## config.mk

```make
export PLATFORM = sky130hd
export DESIGN_NAME = booth_operand_sequencer
export DESIGN_NICKNAME = d
export VERILOG_FILES = /design/src/rtl/booth_operand_sequencer_pkg.sv /design/src/rtl/booth_operand_sequencer_tag.sv /design/src/rtl/booth_operand_sequencer.sv
export SDC_FILE = /design/constraint.sdc
export NUM_CORES = 1
export LEC_CHECK = 0
export CORE_ASPECT_RATIO = 0.6
export CORE_MARGIN = 5
export CORE_UTILIZATION = 31
export DETAILED_ROUTE_END_ITERATION = 10
export GPL_ROUTABILITY_DRIVEN = 0
export PLACE_DENSITY = 0.86
export SKIP_LAST_GASP = 1
export SLEW_MARGIN = 30
export SYNTH_ARGS = -nofsm -noshare
export SYNTH_HDL_FRONTEND = slang
export SYNTH_SLANG_ARGS = --single-unit
```

## constraint.sdc

```tcl
create_clock -name clk -period 1.8 [get_ports clk]
set_clock_uncertainty 0.2 [all_clocks]
set_input_delay 0.45 -clock clk [delete_from_list [all_inputs] [get_ports clk]]
set_output_delay 0.45 -clock clk [all_outputs]
set_load 0.03 [all_outputs]
```

## src/rtl/booth_operand_sequencer_pkg.sv

```systemverilog
// ---------------------------------------------------------------------------
// booth_operand_sequencer_pkg
// Shared constants and helpers for the Booth multiplier feeder.
// Provides the IDLE/RUN state encoding and the derivation of the Booth
// iteration count (CNT) and operation latency (L). multiplier_booth uses the
// same functions, so both sides always agree on these counts.
// ---------------------------------------------------------------------------
package booth_operand_sequencer_pkg;

  localparam logic ST_IDLE = 1'b0;
  localparam logic ST_RUN  = 1'b1;

  typedef enum logic {
    S_IDLE = ST_IDLE,
    S_RUN  = ST_RUN
  } state_t;

  function automatic int max_i(input int a, input int b);
    return (a > b) ? a : b;
  endfunction

  // Ceiling log2, never less than 1 bit.
  function automatic int clog2_i(input int v);
    int r;
    r = 0;
    for (int i = 0; i < 31; i++) begin
      if ((1 << i) < v) r = i + 1;
    end
    return (r < 1) ? 1 : r;
  endfunction

  // Radix-4 Booth: one iteration per pair of multiplier bits.
  function automatic int booth_cnt(input int wa, input int wb);
    return (max_i(wa, wb) + 1) / 2;
  endfunction

  // Done-cycles between an operation completing and its product on OUT.
  function automatic int booth_lat(input int stage);
    return stage + 2;
  endfunction

endpackage

```

## src/rtl/booth_operand_sequencer_tag.sv

```systemverilog
// ---------------------------------------------------------------------------
// booth_tag_pipe
// L-deep valid-tag shift register that follows operations through the Booth
// multiplier. Each shift corresponds to one completed operation.
// Ports:
//   clk, rst_n      clock, asynchronous active-low reset
//   i_shift         advance the chain by one operation
//   i_din           tag entering position 0 on a shift
//   i_clr_top       drop the top tag once its product has been consumed
//   o_top_next      value the top tag takes if a shift happens now
//   o_pend_below    any tag set in positions 0..L-2 (current)
//   o_pend_next     any tag set in positions 0..L-2 after a shift now
//   o_any           any tag set
// ---------------------------------------------------------------------------
module booth_tag_pipe #(
  parameter int L = 2
) (
  input  logic clk,
  input  logic rst_n,
  input  logic i_shift,
  input  logic i_din,
  input  logic i_clr_top,
  output logic o_top_next,
  output logic o_pend_below,
  output logic o_pend_next,
  output logic o_any
);

  logic [L-1:0] r_tag;
  logic [L-1:0] w_tag_next;

  assign w_tag_next   = {r_tag[L-2:0], i_din};
  assign o_top_next   = w_tag_next[L-1];
  assign o_pend_below = |r_tag[L-2:0];
  assign o_pend_next  = |w_tag_next[L-2:0];
  assign o_any        = |r_tag;

  // A shift overwrites the top entry, so it takes priority over the clear.
  always_ff @(posedge clk or negedge rst_n) begin
    if (!rst_n) begin
      r_tag <= '0;
    end else if (i_shift) begin
      r_tag <= w_tag_next;
    end else if (i_clr_top) begin
      r_tag[L-1] <= 1'b0;
    end
  end

endmodule

```

## src/rtl/booth_operand_sequencer.sv

```systemverilog
// ---------------------------------------------------------------------------
// booth_operand_sequencer
// Feeds operand pairs to the iterative radix-4 Booth multiplier of a PE,
// holds them for a full operation, tracks which in-flight operations are
// real, and presents each product on a valid/ready result port. Zero-operand
// bubbles are issued automatically to drain the multiplier output pipeline.
// Ports:
//   clk, rst_n            clock, asynchronous active-low reset
//   en                    array enable; low freezes everything
//   in_valid/in_ready     operand handshake, in_a/in_b operands
//   mul_a/mul_b           held operands to the multiplier
//   mul_pip_en            multiplier pip_en
//   mul_out               multiplier product
//   res_valid/res_ready   result handshake, res_data = mul_out
//   busy                  operation running or real tag in flight
// ---------------------------------------------------------------------------
module booth_operand_sequencer
  import booth_operand_sequencer_pkg::*;
#(
  parameter int WIDTH_A   = 16,
  parameter int WIDTH_B   = 16,
  parameter int SIGNED    = 0,
  parameter int STAGE     = 0,
  parameter int WIDTH_MUL = WIDTH_A + WIDTH_B
) (
  input  logic                 clk,
  input  logic                 rst_n,
  input  logic                 en,
  input  logic                 in_valid,
  output logic                 in_ready,
  input  logic [WIDTH_A-1:0]   in_a,
  input  logic [WIDTH_B-1:0]   in_b,
  output logic [WIDTH_A-1:0]   mul_a,
  output logic [WIDTH_B-1:0]   mul_b,
  output logic                 mul_pip_en,
  input  logic [WIDTH_MUL-1:0] mul_out,
  output logic                 res_valid,
  input  logic                 res_ready,
  output logic [WIDTH_MUL-1:0] res_data,
  output logic                 busy
);

  localparam int CNT = booth_cnt(WIDTH_A, WIDTH_B);
  localparam int L   = booth_lat(STAGE);
  localparam int CW  = clog2_i(CNT + 1);
  localparam logic [CW-1:0] CNT_LAST = CW'(CNT);

  // SIGNED only matters to the multiplier; the sequencer is sign-agnostic.
  if (SIGNED != 0 && SIGNED != 1) begin : g_bad_signed
    $error("booth_operand_sequencer: SIGNED must be 0 or 1");
  end

  state_t               r_state;
  logic [CW-1:0]        r_cnt;
  logic [WIDTH_A-1:0]   r_mul_a;
  logic [WIDTH_B-1:0]   r_mul_b;
  logic                 r_cur_vld;
  logic                 r_res_valid;

  logic w_done, w_stall, w_pip_en, w_shift, w_slot, w_consume;
  logic w_load, w_bubble, w_pend;
  logic w_top_next, w_pend_below, w_pend_next, w_tag_any;

  assign w_done    = (r_cnt == CNT_LAST);
  // Hold the done cycle while a product is unconsumed so mul_out stays put.
  assign w_stall   = w_done && r_res_valid && !res_ready;
  assign w_pip_en  = en && (r_state == S_RUN) && !w_stall;
  assign w_shift   = w_done && w_pip_en;
  assign w_slot    = (r_state == S_IDLE) || w_shift;
  assign w_consume = en && r_res_valid && res_ready;

  // Drain decision looks at the tag chain as it will be after this edge.
  assign w_pend    = (r_state == S_IDLE) ? w_pend_below : w_pend_next;
  assign w_load    = en && w_slot && in_valid;
  assign w_bubble  = en && w_slot && !in_valid && w_pend;

  booth_tag_pipe #(.L(L)) u_tag_pipe (
    .clk          (clk),
    .rst_n        (rst_n),
    .i_shift      (w_shift),
    .i_din        (r_cur_vld),
    .i_clr_top    (w_consume),
    .o_top_next   (w_top_next),
    .o_pend_below (w_pend_below),
    .o_pend_next  (w_pend_next),
    .o_any        (w_tag_any)
  );

  always_ff @(posedge clk or negedge rst_n) begin
    if (!rst_n) begin
      r_state     <= S_IDLE;
      r_cnt       <= '0;
      r_mul_a     <= '0;
      r_mul_b     <= '0;
      r_cur_vld   <= 1'b0;
      r_res_valid <= 1'b0;
    end else if (en) begin
      if (w_pip_en) r_cnt <= w_done ? '0 : r_cnt + 1'b1;

      if (w_shift && w_top_next) r_res_valid <= 1'b1;
      else if (w_consume)        r_res_valid <= 1'b0;

      if (w_load) begin
        r_mul_a   <= in_a;
        r_mul_b   <= in_b;
        r_cur_vld <= 1'b1;
        r_state   <= S_RUN;
      end else if (w_bubble) begin
        r_mul_a   <= '0;
        r_mul_b   <= '0;
        r_cur_vld <= 1'b0;
        r_state   <= S_RUN;
      end else if (w_shift) begin
        r_state   <= S_IDLE;
      end
    end
  end

  // rst_n gates in_ready so nothing is offered while reset is held.
  assign in_ready   = rst_n && en && w_slot;
  assign mul_a      = r_mul_a;
  assign mul_b      = r_mul_b;
  assign mul_pip_en = w_pip_en;
  assign res_valid  = r_res_valid;
  assign res_data   = mul_out;
  assign busy       = (r_state != S_IDLE) || w_tag_any;

endmodule

```

# == Word level (Yosys, flattened, before mapping) ==
# Cells that the tools add are included.
# classes
add_sub_neg,1
n_eq_ne,1
mux,13
bitwise,1
n_reduce_logical,28
# op_table
op,count
16-bit two-way mux,3
1-bit logical AND,14
1-bit two-way mux,9
2-bit AND reduction,4
2-bit nonzero test,3
4-bit by 1-bit adder with 4-bit output (second input constant),1
4-bit equality test (second input constant),1
4-bit two-way mux,1
1-bit logical NOT,3
3-bit nonzero test,1
1-bit logical OR,2
2-bit OR reduction,1
1-bit NOT,1
# totals
register_bits,41
out_inout_bits,68

# == Logic depth before layout (Yosys ltp) ==
# Gate-level depths: netlist of run 1.
# depth
depth_word,12
depth_mapped,8
ltp_nobuf,6

# == Modules after synthesis ==
# From an unflattened synthesis of run 1, not the netlist that was laid out.
# unflattened
hier_cells,164
hier_area_um2,1999.4
# modules_own_cells
mod,instances,cells_per_inst,area_each_um2
booth_operand_sequencer,1,156,1900.6
booth_tag_pipe,1,8,98.8

# == Worst setup path before layout of run 1 ==
# OpenSTA, ideal clock, no wires.
# synth_path
path_kind,flip-flop to flip-flop
from,reg r_res_valid (netlist: res_valid)
to,reg r_cnt[1]
t_arrival_ns,1.782
required_time_ns,1.475
setup_slack_ns,-0.307
stages_incl_launch_ff,4
n_path_buf,0
synth_period_minus_slack_ns,2.107
path_cell_list,dfrtp_1 -> and2b_1 -> a21oi_1 -> mux2_2
# synth_between
elab_chain_len,5
# synth_rtl
element,line,text
"start, declared",booth_operand_sequencer.sv:58,logic r_res_valid;
"start signal, assigned",booth_operand_sequencer.sv:96,r_res_valid <= 1'b0;
"start signal, assigned",booth_operand_sequencer.sv:100,if (w_shift && w_top_next) r_res_valid <= 1'b1;
"start signal, assigned",booth_operand_sequencer.sv:101,else if (w_consume) r_res_valid <= 1'b0;
1-bit logical AND (2 in series),booth_operand_sequencer.sv:66,assign w_stall = w_done && r_res_valid && !res_ready;
1-bit logical NOT,booth_operand_sequencer.sv:67,assign w_pip_en = en && (r_state == S_RUN) && !w_stall;
1-bit logical AND,booth_operand_sequencer.sv:67,
named net mul_pip_en,booth_operand_sequencer.sv:35,"output logic mul_pip_en,"
2-bit AND reduction (no source line),--,
"end signal, assigned",booth_operand_sequencer.sv:98,if (w_pip_en) r_cnt <= w_done ? '0 : r_cnt + 1'b1;
"end, declared",booth_operand_sequencer.sv:54,logic [CW-1:0] r_cnt;
# The timed path passes the listed nets, and every way through them passes these cells.
# A chain may end at the register's enable or synchronous reset.

# == Worst setup path after layout of run 1 ==
# layout_path
from,reg r_cnt[0]
to,out in_ready
# layout_between
elab_chain_len,8
# layout_rtl
element,line,text
4-bit equality test *,booth_operand_sequencer.sv:64,assign w_done = (r_cnt == CNT_LAST);
1-bit logical AND (2 in series),booth_operand_sequencer.sv:66,
1-bit logical NOT,booth_operand_sequencer.sv:67,
1-bit logical AND,booth_operand_sequencer.sv:67,
1-bit logical AND *,booth_operand_sequencer.sv:68,assign w_shift = w_done && w_pip_en;
1-bit logical OR *,booth_operand_sequencer.sv:69,assign w_slot = (r_state == S_IDLE) || w_shift;
1-bit logical AND *,booth_operand_sequencer.sv:120,assign in_ready = rst_n && en && w_slot;
"end, declared",booth_operand_sequencer.sv:30,"output logic in_ready,"
# Every way passes the cells marked *; elsewhere a longest branch is shown, timed or not.

==> results of run 1 <==
## registers in the layout, indices dropped and copies added (netlist names)
name	count
mul_a	16
mul_b	16
r_cnt	4
u_tag_pipe.r_tag	2
r_cur_vld	1
r_state	1
res_valid	1
## power by group through the flow
stage | combinational (W) | sequential (W) | clock, W
6_report | 0.00253 | 0.00151 | 0.000763
4_1_cts | 0.00248 | 0.00151 | 0.000801
3_5_place_dp | 0.00249 | 0.00153 | 0
2_1_floorplan | 0.000951 | 0.00209 | 0
5_1_grt | 0.00270 | 0.00155 | 0.000831
3_3_place_gp | 0.00244 | 0.00152 | 0
## how the worst max path moves through the flow
stage | slack (ns) | startpoint | end
after global placement | -0.55 | res_ready | mul_pip_en
after CTS | -0.35 | r_cnt[0]$_DFFE_PN0P_ | in_ready
after floorplan | -0.06 | res_valid$_DFFE_PN0P_ | mul_a[0]$_DFFE_PN0P_
after detailed placement | -0.58 | res_ready | mul_b[1]$_DFFE_PN0P_
after global routing | -0.40 | r_cnt[0]$_DFFE_PN0P_ | in_ready
final | -0.33 | r_cnt[0]$_DFFE_PN0P_ | in_ready
## synthesized netlist by cell type (2+ instances only)
library cell,instances
buf_4,32
o21ai_0,2
buf_2,6
a22o_1,32
ha_1,2
dfrtp_1,41
a21oi_1,4
inv_1,3
nand2_1,9
buf_6,3
nor2_1,3
mux2_2,2
nand3_1,4
nor3_1,3
## through the flow
| step | cell area [um^2] | TNS (ns) | power (W) | hold WS [ns] |
|---|---|---|---|---|
| 2_1_floorplan | 1950 | -1.80 | 0.00304 | -0.0456 |
| 3_3_place_gp | 2680 | -20.13 | 0.00396 | 0.287 |
| 3_5_place_dp | 2680 | -21.70 | 0.00402 | 0.292 |
| 4_1_cts | 2870 | -9.73 | 0.00478 | 0.0830 |
| 5_1_grt | 2890 | -12.40 | 0.00509 | 0.115 |
| 6_report | 2890 | -9.85 | 0.00480 | 0.0642 |
## kinds of logic after synthesis
group / Yosys count
compound gates: 46
fa+ha+maj: 2
buf+inv: 44
flops: 41
mux: 2
simple gates: 25
## layout make-up
class	count	share of cell area [%]
Sequential cell	41	35.6
Timing Repair Buffer	108	34.1
Multi-Input combinational cell	75	22.0
Clock buffer	6	2.86
Inverter	3	0.476
Tap cell	84	3.63
Clock inverter	2	1.30
## routing by layer
metal / vias up / track usage, %
li1: 692 / -
met1: 744 / 17.1
met2: 65 / 18.5
met3: 4 / 4.27
met4: 0 / 3.78
met5: - / 0
## what timing repair did
| item | 4_1_cts | 5_1_grt |
|---|---|---|
| endpoints found under the setup margin | 74 | 38 |
| pin swaps | 8 | 3 |
| resized for setup | 48 | 5 |
| buffers inserted | 8 | 3 |
## worst max-delay path: stages (launching register included)
cell and delay (ns):
dfrtp_1 0.41, inv_2 0.09, ha_4 0.15, nand3b_4 0.10
o21ai_2 0.14, and3_4 0.19, buf_6 0.12
==> results.json, run 1 <==
{
  "status": "finished with violations",
  "violations": "negative setup slack",
  "synth_edf_count": 0,
  "worst_slew_pin_slew_ns": 0.526,
  "synth_nets": 231,
  "cts_buffers": 5,
  "synthArstFlopShare_pct": 100,
  "switching_power_w": 0.00187,
  "ys_types": 28,
  "cts.sinks": 41,
  "route.top_layer_used": "met4",
  "crit_arrival_ns": 1.48,
  "portBuffers": 72,
  "synth-compound-area-share_pct": 20.8,
  "peakVddDrop_uv": 591,
  "clk_path_buf_depth": 2,
  "synth_top_area_cell": "dfrtp_1",
  "cts_tree": "done",
  "vias_per_cell": 4.72,
  "seqPwrFrac_pct": 31.4,
  "maxSlewViolCount": 0,
  "syn_avg_cell_area_um2": 12.0,
  "combPwrFrac_pct": 52.7,
  "syn-cell-area_um2": 1920,
  "drt-total-wl_mm": 4.91,
  "ant_nets": 0,
  "stdcell_count": 319,
  "cp_data_required_time_ns": 1.15,
  "critPathKind": "reg2out",
  "synth.yosys.seq_area_share_pct": 53.4,
  "grt_max_degree": 42,
  "met1_length_mm": 2.37,
  "synthMuxAreaShare_pct": 1.17,
  "layout_common_cells": "39 x dfrtp_1, 34 x clkdlybuf4s50_1, 34 x dlygate4sd2_1, 32 x a22o_1, 30 x buf_4",
  "finalCritPeriodShare_pct": 118,
  "max_slew_margin_pct": 65.0,
  "die_w_um": 112,
  "cts-root-buf": "clkbuf_8",
  "min_path_type": "in2async",
  "clk_pin_slew_ns": 0.08,
  "antenna_found_initial": 0,
  "drtIter0Drc": 134,
  "yosys_warnings": 0,
  "fin_crit_ns": 2.13,
  "grt_pass1_vias": 1556,
  "die_h_um": 71.0,
  "p_sw_share_pct": 38.9,
  "p_leak_nw": 1.40,
  "n_antenna_cell": 0,
  "rrSetupSlack_ns": -0.30,
  "regToRegEndpoint": "mul_a[2]$_DFFE_PN0P_",
  "multi_input_area_um2": 637,
  "wire_per_inst_um": 15.4,
  "dr_wl_met2_mm": 2.18,
  "setup_violations": 39,
  "synth-simple-area-share_pct": 6.90,
  "timing.fmax_mhz": 469,
  "synth_top_area_share_pct": 53.4,
  "worstSetupEndpointType": "output port",
  "cp-start-kind": "flip-flop",
  "hpwl_mm": 3.51,
  "synth_top_family_by_area": "compound AO/OA/AOI/OAI gates",
  "ys_ff_latch": 41,
  "synthAdderAreaFrac_pct": 1.30,
  "nNetsFinal": 305,
  "overflow": 0,
  "core_area_um2": 6060,
  "reg2regPathDepth": 9,
  "synth_ff_type": "dfrtp_1",
  "r2r-start": "r_cnt[0]$_DFFE_PN0P_",
  "final_common_cell": "dfrtp_1",
  "finalHoldViolCount": 0,
  "dr_wl_met3_um": 315,
  "synth_cells": 160,
  "htreeDepth": 2,
  "hold_buffers": 0,
  "synth.area.top_cells": "dfrtp_1 53%, a22o_1 15%, buf_4 13%",
  "die-area_um2": 7930,
  "vias": 1505,
  "grt_pass1_wl_mm": 8.00,
  "area_delta_synth_final_pct": 50.5,
  "setup_ws_ns": -0.331,
  "start_util_pct": 31.7,
  "final_core_util_pct": 47.7,
  "crit_fanout": 4,
  "clkPwrFrac_pct": 15.9,
  "ios": 137,
  "dpl_worst_slack_ns": -0.576,
  "dp_cells": 301,
  "rsz0062_at_grt": "true",
  "drv_cap": 0,
  "grtUsageTotal_pct": 12.4,
  "powerDensity_nw_per_um2": 1660,
  "rows": 22,
  "internal-power_w": 0.00293,
  "clk-insertion-delay-late_ns": 0.28,
  "post-route-drc-count": 0,
  "fillers": 554,
  "layout-drive-gt1-share_pct": 28.1,
  "regArea_um2": 1030,
  "first_pass_iters": 4,
  "synthXorXnorAreaFrac_pct": 0
}
Note: power is estimated with default switching activity, not from simulation.
==> inputs of run 2 (changes only) <==
CORE_UTILIZATION = 45   (was 31)
DONT_BUFFER_PORTS = 1   (was unset)
PLACE_DENSITY = 0.72   (was 0.86)
==> results.json, run 2 (synthesis results as in run 1) <==
{
  "status": "finished with violations",
  "violations": "negative setup slack",
  "grtUsageTotal_pct": 17.5,
  "critPathKind": "reg2out",
  "rows": 18,
  "setup_violations": 36,
  "maxSlewViolCount": 0,
  "finalCritPeriodShare_pct": 117,
  "setup_ws_ns": -0.312,
  "p_leak_nw": 0.973,
  "first_pass_iters": 4,
  "min_path_type": "in2reg",
  "crit_arrival_ns": 1.46,
  "final_common_cell": "dfrtp_1",
  "n_antenna_cell": 0,
  "hpwl_mm": 3.53,
  "drtIter0Drc": 37,
  "worst_slew_pin_slew_ns": 0.458,
  "clk_pin_slew_ns": 0.09,
  "layout-drive-gt1-share_pct": 31.3,
  "drt-total-wl_mm": 4.90,
  "die_h_um": 60.6,
  "fin_crit_ns": 2.11,
  "post-route-drc-count": 0,
  "timing.fmax_mhz": 474,
  "powerDensity_nw_per_um2": 2050,
  "clk-insertion-delay-late_ns": 0.29,
  "cts.sinks": 41,
  "fillers": 353,
  "grt_max_degree": 42,
  "vias_per_cell": 5.87,
  "ant_nets": 0,
  "cts_buffers": 5,
  "die_w_um": 94.4,
  "wire_per_inst_um": 23.3,
  "clk_path_buf_depth": 2,
  "cp_data_required_time_ns": 1.15,
  "core_area_um2": 4120,
  "critPathTopFamily": "flip-flops",
  "overflow": 0,
  "vias": 1232,
  "htreeDepth": 2,
  "portBuffers": 0,
  "whs_ns": 0.0874,
  "grt_pass1_wl_mm": 7.35,
  "grt_pass1_vias": 1361,
  "antenna_found_initial": 0,
  "peakVddDrop_uv": 1040,
  "die-area_um2": 5720,
  "final_core_util_pct": 51.0,
  "multi_input_area_um2": 638,
  "cts_tree": "done",
  "critPathSlowestCell": "dfrtp_1",
  "crit_fanout": 4,
  "worstSetupEndpointType": "output port",
  "crit_chain": "inv_2 -> ha_4 -> nand3b_4 -> o21ai_4 -> and3_4",
  "layout_common_cells": "39 x dfrtp_1, 32 x a22o_1, 17 x buf_4, 9 x nand2_1, 5 x clkbuf_8",
  "cp-start-kind": "flip-flop",
  "start_util_pct": 46.6,
  "tns_ns": -9.09,
  "cts-root-buf": "clkbuf_8",
  "nNetsFinal": 220,
  "max_slew_margin_pct": 69.4,
  "ios": 137,
  "regArea_um2": 1030,
  "cpPeakStageDelay_ns": 0.42,
  "finalHoldViolCount": 0,
  "drv_cap": 0,
  "worst-path-buf-inv": 1,
  "rsz0062_at_grt": "true",
  "area_delta_synth_final_pct": 9.38
}
## run 2: cell type report
type                       count  share of cell area, %
inverter                       3                  0.536
timing repair buffer          23                   11.1
multi-input combinational     75                   30.4
clock inverter                 3                   2.20
tap                           60                   3.57
sequential                    41                   48.9
clock buffer                   5                   3.27
## run 2: layer usage
layer  GRT usage [%]  vias up  routed length [um]
met5               0        -                   0
met4            10.5        0                 215
met3            8.80       26                 705
met2            30.3       90                2360
met1            17.4      598                1620
li1                -      518                   -
## run 2: path summary, 6_finish.rpt
check / startpoint / to / slack (ns) / depth (start not counted)
worst max-delay path: r_cnt[1]$_DFFE_PN0P_ / in_ready / -0.31 / 5
worst min-delay path: in_a[9] / mul_a[9]$_DFFE_PN0P_ / 0.09 / 1
worst max register to register: r_cnt[1]$_DFFE_PN0P_ / mul_a[0]$_DFFE_PN0P_ / -0.29 / 8
worst min register to register: u_tag_pipe.r_tag[1]$_DFFE_PN0P_ / u_tag_pipe.r_tag[1]$_DFFE_PN0P_ / 0.35 / 2
max in group asynchronous: rst_n / mul_a[11]$_DFFE_PN0P_ / 0.78 / 2
min in group asynchronous: rst_n / r_cnt[0]$_DFFE_PN0P_ / 0.40 / 2
## run 2: worst register-to-register path, stage by stage (launching register included)
cell	delay, ns
dfrtp_1	0.42
inv_2	0.09
ha_4	0.14
nand3b_4	0.11
buf_6	0.15
o31ai_4	0.22
o311ai_4	0.21
buf_12	0.20
a22o_1	0.24
## run 2: repair_timing
| action | in CTS | in global routing |
|---|---|---|
| setup endpoints to repair | 38 | 38 |
| pin swaps | 11 | 1 |
| setup buffers | 5 | 1 |
| hold endpoints to repair | 41 | 0 |
| hold buffers | 2 | 0 |
| gates cloned | 1 | 0 |
| resized for setup | 10 | 1 |
## run 2: where the power goes
group	internal, W	switching (W)
combinational	0.000800	0.000626
sequential	0.00129	0.000861
clock	0.000415	0.000325
total	0.00250	0.00181
## run 2: per-stage QoR
| stage | instances | worst slack (ns) | instance area (um^2) | total power [W] |
|---|---|---|---|---|
| final | 210 | -0.312 | 2100 | 0.00431 |
| after global routing | 210 | -0.354 | 2100 | 0.00455 |
| after CTS | 209 | -0.299 | 2100 | 0.00433 |
| after detailed placement | 193 | -0.172 | 1850 | 0.00334 |
| after global placement | 193 | -0.0752 | 1850 | 0.00323 |
| after floorplan | 160 | -0.0583 | 1950 | 0.00304 |
